--- config.mk ---
export PLATFORM = sky130hd
export DESIGN_NAME = pipeline_hazard_ctrl
export DESIGN_NICKNAME = d
export VERILOG_FILES = /design/src/rtl/dlx_pkg.sv /design/src/rtl/pipeline_hazard_ctrl_loaduse.sv /design/src/rtl/pipeline_hazard_ctrl.sv
export SDC_FILE = /design/constraint.sdc
export NUM_CORES = 1
export LEC_CHECK = 0
export ABC_AREA = 1
export CAP_MARGIN = 20
export CORE_ASPECT_RATIO = 0.9
export CORE_MARGIN = 2
export CORE_UTILIZATION = 35
export CTS_BUF_LIST = sky130_fd_sc_hd__clkbuf_8
export DETAILED_ROUTE_END_ITERATION = 8
export DONT_BUFFER_PORTS = 1
export HOLD_SLACK_MARGIN = 0.08
export SLEW_MARGIN = 20
export SYNTH_ARGS = -nofsm -noshare
export SYNTH_HDL_FRONTEND = slang
export SYNTH_HIERARCHICAL = 1
export SYNTH_SLANG_ARGS = --single-unit
--- constraint.sdc ---
create_clock -name clk -period 1.43 [get_ports clk]
set_input_delay 0.143 -clock clk [delete_from_list [all_inputs] [get_ports clk]]
set_output_delay 0.143 -clock clk [all_outputs]
set_load 0.005 [all_outputs]
--- src/rtl/dlx_pkg.sv ---
// Shared DLX pipeline definitions: opcode/funct constants, the hazard
// controller state encoding and a decode helper.
package dlx_pkg;

  localparam logic [5:0] OP_R    = 6'h00;
  localparam logic [5:0] OP_MULT = 6'h01;
  localparam logic [5:0] OP_BEQ  = 6'h04;
  localparam logic [5:0] OP_BNEZ = 6'h05;
  localparam logic [5:0] OP_LW   = 6'h23;
  localparam logic [5:0] OP_SW   = 6'h2b;
  localparam logic [5:0] FN_JR   = 6'h12;

  typedef enum logic [1:0] {RUN, MULT, FLUSH} hz_state_t;

  // Opcodes that read Rt as a source (R-type, BEQ compare, SW store data).
  function automatic logic reads_rt(input logic [5:0] op);
    return (op == OP_R) || (op == OP_BEQ) || (op == OP_SW);
  endfunction

endpackage

--- src/rtl/pipeline_hazard_ctrl_loaduse.sv ---
// hazard_loaduse_detect: combinational load-use compare between the load in
// EX (ID/EX) and the instruction in ID (IF/ID).
//   ifid_opcode/ifid_rs/ifid_rt : instruction in ID
//   idex_memread/idex_rt        : load in EX and its destination
//   stall_req                   : one-cycle stall request
// Register 0 never stalls.
module hazard_loaduse_detect
  import dlx_pkg::*;
(
  input  logic [5:0] ifid_opcode,
  input  logic [4:0] ifid_rs,
  input  logic [4:0] ifid_rt,
  input  logic       idex_memread,
  input  logic [4:0] idex_rt,
  output logic       stall_req
);

  assign stall_req = idex_memread && (idex_rt != '0) &&
                     ((idex_rt == ifid_rs) ||
                      (reads_rt(ifid_opcode) && (idex_rt == ifid_rt)));

endmodule

--- src/rtl/pipeline_hazard_ctrl.sv ---
// pipeline_hazard_ctrl: stall/flush sequencer for the 5-stage DLX pipeline.
//   Inputs : clk, rst (sync, active-high), ID/EX and IF/ID fields, and the
//            branch/jump/JR redirect requests from ID.
//   Outputs: PC / IF/ID / ID/EX enables, bubble and flush controls, and the
//            multiplier start/busy handshake.
// Optional macro HAZARD_PERF_EN adds saturating stall_cycles and
// flush_events counters.
// Outputs are combinational from state and inputs; rst forces reset values.
module pipeline_hazard_ctrl
  import dlx_pkg::*;
#(
  parameter int unsigned MULT_LAT  = 4,
  parameter int unsigned FLUSH_LEN = 1
) (
  input  logic        clk,
  input  logic        rst,
  input  logic [5:0]  IFID_Opcode,
  input  logic [4:0]  IFID_Rs,
  input  logic [4:0]  IFID_Rt,
  input  logic [5:0]  IDEX_Opcode,
  input  logic        IDEX_MemRead,
  input  logic [4:0]  IDEX_Rt,
  input  logic        branchCheck,
  input  logic        JumpCheck,
  input  logic        JRCheck,
  output logic        PCWrite,
  output logic        IFIDWrite,
  output logic        IDEXWrite,
  output logic        CtrlBubble,
  output logic        EXMEMBubble,
  output logic        IFflush,
  output logic        IDflush,
  output logic        mult_start,
  output logic        mult_busy
`ifdef HAZARD_PERF_EN
  ,
  output logic [31:0] stall_cycles,
  output logic [15:0] flush_events
`endif
);

  localparam logic [3:0] MULT_CNT  = 4'(MULT_LAT - 1);
  localparam logic [3:0] FLUSH_CNT = 4'(FLUSH_LEN - 1);

  hz_state_t  state, state_n;
  logic [3:0] cnt, cnt_n;
  logic       mult_seen, mult_seen_n;
  logic       lu_stall;
  logic       redirect;
  logic       redirect_acc;

  assign redirect = branchCheck | JumpCheck | JRCheck;

  hazard_loaduse_detect u_loaduse (
    .ifid_opcode  (IFID_Opcode),
    .ifid_rs      (IFID_Rs),
    .ifid_rt      (IFID_Rt),
    .idex_memread (IDEX_MemRead),
    .idex_rt      (IDEX_Rt),
    .stall_req    (lu_stall)
  );

  always_comb begin
    PCWrite      = 1'b1;
    IFIDWrite    = 1'b1;
    IDEXWrite    = 1'b1;
    CtrlBubble   = 1'b0;
    EXMEMBubble  = 1'b0;
    IFflush      = 1'b0;
    IDflush      = 1'b0;
    mult_start   = 1'b0;
    mult_busy    = 1'b0;
    redirect_acc = 1'b0;
    state_n      = state;
    cnt_n        = cnt;
    if (!rst) begin
      case (state)
        RUN: begin
          if ((IDEX_Opcode == OP_MULT) && !mult_seen) begin
            mult_start  = 1'b1;
            PCWrite     = 1'b0;
            IFIDWrite   = 1'b0;
            IDEXWrite   = 1'b0;
            EXMEMBubble = 1'b1;
            cnt_n       = MULT_CNT;
            state_n     = MULT;
          end else if (redirect) begin
            IFflush      = 1'b1;
            IDflush      = 1'b1;
            redirect_acc = 1'b1;
            if (FLUSH_LEN > 1) begin
              cnt_n   = FLUSH_CNT;
              state_n = FLUSH;
            end
          end else if (lu_stall) begin
            PCWrite    = 1'b0;
            IFIDWrite  = 1'b0;
            CtrlBubble = 1'b1;
          end
        end
        MULT: begin
          // cnt==0 is the release cycle: result goes to EX/MEM, pipe moves.
          if (cnt == 4'd0) begin
            state_n = RUN;
          end else begin
            mult_busy   = 1'b1;
            PCWrite     = 1'b0;
            IFIDWrite   = 1'b0;
            IDEXWrite   = 1'b0;
            EXMEMBubble = 1'b1;
            cnt_n       = cnt - 4'd1;
          end
        end
        FLUSH: begin
          IFflush = 1'b1;
          if (redirect) begin
            redirect_acc = 1'b1;
            cnt_n        = FLUSH_CNT;
          end else if (cnt <= 4'd1) begin
            // This cycle's decrement reaches zero, so the window ends here.
            cnt_n   = '0;
            state_n = RUN;
          end else begin
            cnt_n = cnt - 4'd1;
          end
        end
        default: state_n = RUN;
      endcase
    end
  end

  // mult_seen marks an ID/EX occupant whose Mult must not be (re)started:
  // set on reset so an abandoned Mult is not re-pulsed, cleared as soon as
  // ID/EX loads a new instruction.
  assign mult_seen_n = IDEXWrite ? 1'b0 : mult_seen;

  always_ff @(posedge clk) begin
    if (rst) begin
      state     <= RUN;
      cnt       <= '0;
      mult_seen <= 1'b1;
    end else begin
      state     <= state_n;
      cnt       <= cnt_n;
      mult_seen <= mult_seen_n;
    end
  end

`ifdef HAZARD_PERF_EN
  always_ff @(posedge clk) begin
    if (rst) begin
      stall_cycles <= '0;
      flush_events <= '0;
    end else begin
      if (!PCWrite && (stall_cycles != '1))
        stall_cycles <= stall_cycles + 32'd1;
      if (redirect_acc && (flush_events != '1))
        flush_events <= flush_events + 16'd1;
    end
  end
`endif

endmodule
# Yosys cells after proc, flatten, opt, wreduce, memory -nomap -nowiden
# Cells that the tools add are included.
# op_classes
reduce_logical	15
eq_ne	12
mux	38
n_addsub	1
bitwise	2
n_lt_le_gt_ge	1
# ops
operator	count
2-to-1 mux 1 bit	24
2-to-1 mux 4 bit	4
case mux 4 bit (3 select lines)	1
== test 5 bit	2
inequality test 2 bit (second input constant)	5
2-to-1 mux 2 bit	4
case mux 1 bit (2 select lines)	4
== test 6 x 1 -> 1 bit (second input constant)	1
== test 6 x 3 -> 1 bit (second input constant)	1
== test 6 bit (second input constant)	1
logical NOT 6 bit	1
case mux 2 bit (3 select lines)	1
nonzero test 5 bit	1
less-or-equal comparator 4 x 1 -> 1 bit (second input constant)	1
logical AND 1 bit	4
logical NOT 4 bit	1
AND reduction 4 bit	1
subtractor 4 x 1 -> 4 bit (second input constant)	1
logical OR 1 bit	3
AND reduction 3 bit	1
nonzero test 3 bit	1
== test 2 x 1 -> 1 bit (second input constant)	1
== test 2 bit (second input constant)	1
logical NOT 2 bit	1
2 further kinds	3
# totals
in_bits	33
register_bits	7

# Logic depth before layout (Yosys ltp)
# depth
word_depth	11
mapped_depth	11
mapped_depth_nobuf	11

# By module
# Netlist, hierarchy kept.
# by_module_without_submodules
mod	instances	area_each_um2	cells_per_inst
pipeline_hazard_ctrl	1	415.4	67
hazard_loaduse_detect	1	245.2	61

# Worst setup path before layout
# Ideal clock, no wire load.
# synth_timing
path_kind	input to output
from	in IDEX_Rt[1]
to	out PCWrite
required_ps	1287
path_buffers	1
setup_slack_ps	144
stages	10
arrival_time_ps	1143
path_cell_list	inv_1 o21ai_0 inv_1 nand2_1 nor2_1 nor2_1 nor2_1 and2_1 o21ai_0 buf_4
# synth_between
elab_chain_cells	9
elab_cells_between_ends	12
# synth_rtl
element	line	rtl
from (decl)	pipeline_hazard_ctrl.sv:22	input logic [4:0] IDEX_Rt,
== test 5 bit	pipeline_hazard_ctrl_loaduse.sv:20	(reads_rt(ifid_opcode) && (idex_rt == ifid_rt)));
logical AND 1 bit	pipeline_hazard_ctrl_loaduse.sv:20	
logical OR 1 bit	pipeline_hazard_ctrl_loaduse.sv:19	((idex_rt == ifid_rs) ||
logical AND 1 bit *	pipeline_hazard_ctrl_loaduse.sv:18	assign stall_req = idex_memread && (idex_rt != '0) &&
via lu_stall	pipeline_hazard_ctrl.sv:48	logic lu_stall;
2-to-1 mux 1 bit * (3 in series)	--	
case mux 1 bit (2 select lines) *	--	
2-to-1 mux 1 bit *	--	
to (decl)	pipeline_hazard_ctrl.sv:26	output logic PCWrite,
# The timed path passes the listed nets; every way through them passes the cells marked *.

# Worst setup path after layout
# layout_timing
from	reg cnt[0]
to	out EXMEMBubble
# layout_between
elab_chain_cells	4
# layout_rtl
element	line	rtl
from (decl)	pipeline_hazard_ctrl.sv:46	logic [3:0] cnt, cnt_n;
from (signal assigned)	pipeline_hazard_ctrl.sv:144	cnt <= cnt_n;
logical NOT 4 bit	pipeline_hazard_ctrl.sv:103	if (cnt == 4'd0) begin
2-to-1 mux 1 bit	pipeline_hazard_ctrl.sv:103	
case mux 1 bit (2 select lines)	pipeline_hazard_ctrl.sv:77	case (state)
2-to-1 mux 1 bit	pipeline_hazard_ctrl.sv:76	if (!rst) begin
to (decl)	pipeline_hazard_ctrl.sv:30	output logic EXMEMBubble,
# No other way between the ends.

==> flow_summary.ini <==
[setup_path]
worstPathRequired_ns = 1.29
cp_common_cell = inv_2
path_delay_family = flip-flops
cp_num_buf_inv = 3
cp_slowest_stage_delay_ns = 0.31
arrival_ns = 1.22
slowest_stage = dfxtp_1
endpoint_kind = output port
startpoint_type = flop
cp_cell_sequence = inv_2 -> ha_4 -> nand3_4 -> o21ai_2 -> inv_2 -> nand2_2 -> inv_1
timing_worst_setup_path_type = reg2out
path_max_fanout = 4

[synth]
avgSynthCellArea_um2 = 5.16
synth_common_cells = nand2_1 (37), inv_1 (29), nor2_1 (19), nand3_1 (8), o21ai_0 (7)
seq_area_frac_synth_pct = 18.2
synth_compound_area_share_pct = 7.95
synth_cell_types = 18
ys_top_cells_by_area = nand2_1 (21%), dfxtp_1 (18%), inv_1 (16%)
synth-xor-area-share_pct = 1.33
ys_seq_elements = 6
synth-simple-area-share_pct = 47.7
synth_warnings = 6
synth_edf_count = 0
synth-async-reset-ratio_pct = 0
synth_top_family_by_area = simple AND/OR/NAND/NOR gates
yosysMostFrequentCell = nand2_1
synthCells = 128
synthMuxAreaShare_pct = 0
synth-adder-area-share_pct = 3.79
synth.top_cell.area_share_pct = 21.0
synth_area_um2 = 661
ys.flop_type = dfxtp_1
synth_nets = 163
synth.largest_area_cell = nand2_1

[cts]
cts_buffers = 3
clk_path_buf_depth = 2
clock_sinks = 6
clkLatencyLatePin_ns = 0.22
cts_root_buffer = clkbuf_8
cts.htree.levels = 1
clk_pin_slew_ns = 0.04
cts_tree = yes

[sta]
period_share_pct = 95.5
fin_skew_ns = 0.00160
finalSetupTns_ns = 0
worst_pin_slew_ns = 0.248
min_period_ns = 1.37
rsz0062_at_grt = yes
drv_slew = 0
max_freq_mhz = 732
setup_viol = 0
holdWs_ns = 0.145
fin_ws_ns = 0.0639
slew_headroom_pct = 83.4
hold_viol = 0

[placed_design]
gp_congestion = 0.883
io_buffers = 0
pre_cts_ws_ns = 0.157
hpwl_um = 1200

[floorplanning]
dieHeight_um = 45.2
ioPinCount = 42
fp.coreArea_um2 = 1720
dieArea_um2 = 2250
die_w_um = 49.8
initial_core_util_pct = 38.5
num_rows = 14

[global_routing]
grt-ovfl-total = 0
grt_max_degree = 7
grt_pass1_vias = 642
track_usage_pct = 14.8
antenna_found_initial = 0
grt_pass1_wl_um = 2450

[routing]
finalWirelength_um = 1470
drc = 0
dr_total_vias = 708
drt_iter0_drc = 9
drtPass1Iterations = 4
routedWlPerCell_um = 9.50
routed_via_density = 4.57
ant_nets = 0

[finish]
fill_cells = 205
area_growth_pct = 14.4
final_layout_size_suffix_gt1_share_pct = 15.3
diodes = 0
utilization_pct = 44.0
final_nets = 168

[pwr]
peakVddDrop_uv = 279
switchingPower_mw = 0.122
internal-power_mw = 0.383
clockPowerShare_pct = 50.2
cellPowerDensity_nw_per_um2 = 668
combPwrFrac_pct = 15.7
leakage_nw = 0.451
p_sw_share_pct = 24.2
seq_power_share_pct = 34.0

[outcome]
status = completed

[hold_path]
hp-class = in2reg

[run]
maxCapViolations = 0
-- through the flow --
step | power (mW) | instances | instance area, µm²
floorplan | 0.241 | 128 | 661
global placement | 0.249 | 150 | 676
detailed placement | 0.250 | 150 | 676
CTS | 0.508 | 153 | 717
global route | 0.541 | 155 | 756
finish | 0.505 | 155 | 756
-- worst paths after layout --
kind	startpoint	slack, ns	end	cells past startpoint
worst max-delay path	cnt[0]$_SDFFE_PP0P_	0.06	EXMEMBubble	7
worst min-delay path	rst	0.15	mult_seen$_SDFFE_PP1P_	2
worst max register to register	cnt[0]$_SDFFE_PP0P_	0.27	cnt[0]$_SDFFE_PP0P_	8
worst min register to register	cnt[0]$_SDFFE_PP0P_	0.47	cnt[0]$_SDFFE_PP0P_	2
-- cell usage in the layout (no fill, tap or decap), drive strengths merged --
cell / count
ha: 2
nand4: 2
buf: 2
nand3: 9
dfxtp: 6
xor2: 1
o21ai: 9
and2: 1
nand2: 41
clkbuf: 3
nor3: 1
o21bai: 1
nor2: 20
inv: 33
-- registers in the layout (all words and copies together), names as in the netlist --
name,flops
mult_seen,1
state,1
cnt,4
-- cells by family (layout without fill, tap and decap cells) --
family | after synthesis | count (layout)
AO/OA/AOI/OAI | 10 | 10
adder cells (fa/ha/maj) | 2 | 2
buffers and inverters | 35 | 38
flip-flops | 6 | 6
XOR/XNOR | 1 | 1
AND/OR/NAND/NOR | 74 | 74
-- power by group through the flow --
| stage | clock network (mW) | logic (mW) | registers [mW] |
|---|---|---|---|
| 6_report | 0.254 | 0.0795 | 0.172 |
| 5_1_grt | 0.273 | 0.0957 | 0.172 |
| 4_1_cts | 0.260 | 0.0768 | 0.172 |
| 3_5_place_dp | 0 | 0.0762 | 0.174 |
| 3_3_place_gp | 0 | 0.0744 | 0.174 |
| 2_1_floorplan | 0 | 0.0673 | 0.174 |
-- layout make-up --
cell class,count,area [µm²],area share [%]
clock buffer,3,41.3,5.46
inverter,33,124,16.4
multi-input combinational,87,425,56.3
sequential,6,120,15.9
tap,24,30.0,3.97
timing repair buffer,2,15.0,1.99
-- layer usage --
metal	up-vias	track usage [%]	share of wire, %
li1	386	-	-
met1	289	17.1	45
met2	29	24.5	46
met3	4	3.97	6.7
met4	0	10.0	2.2
met5	-	0	0
-- repair_timing --
action	in CTS	in global routing
gates resized for setup	2	7
hold buffers	0	0
setup endpoints to repair	3	4
pin swaps	0	1
setup buffers	0	2
hold endpoints to repair	0	0
Power figures use the tool's default switching activity.
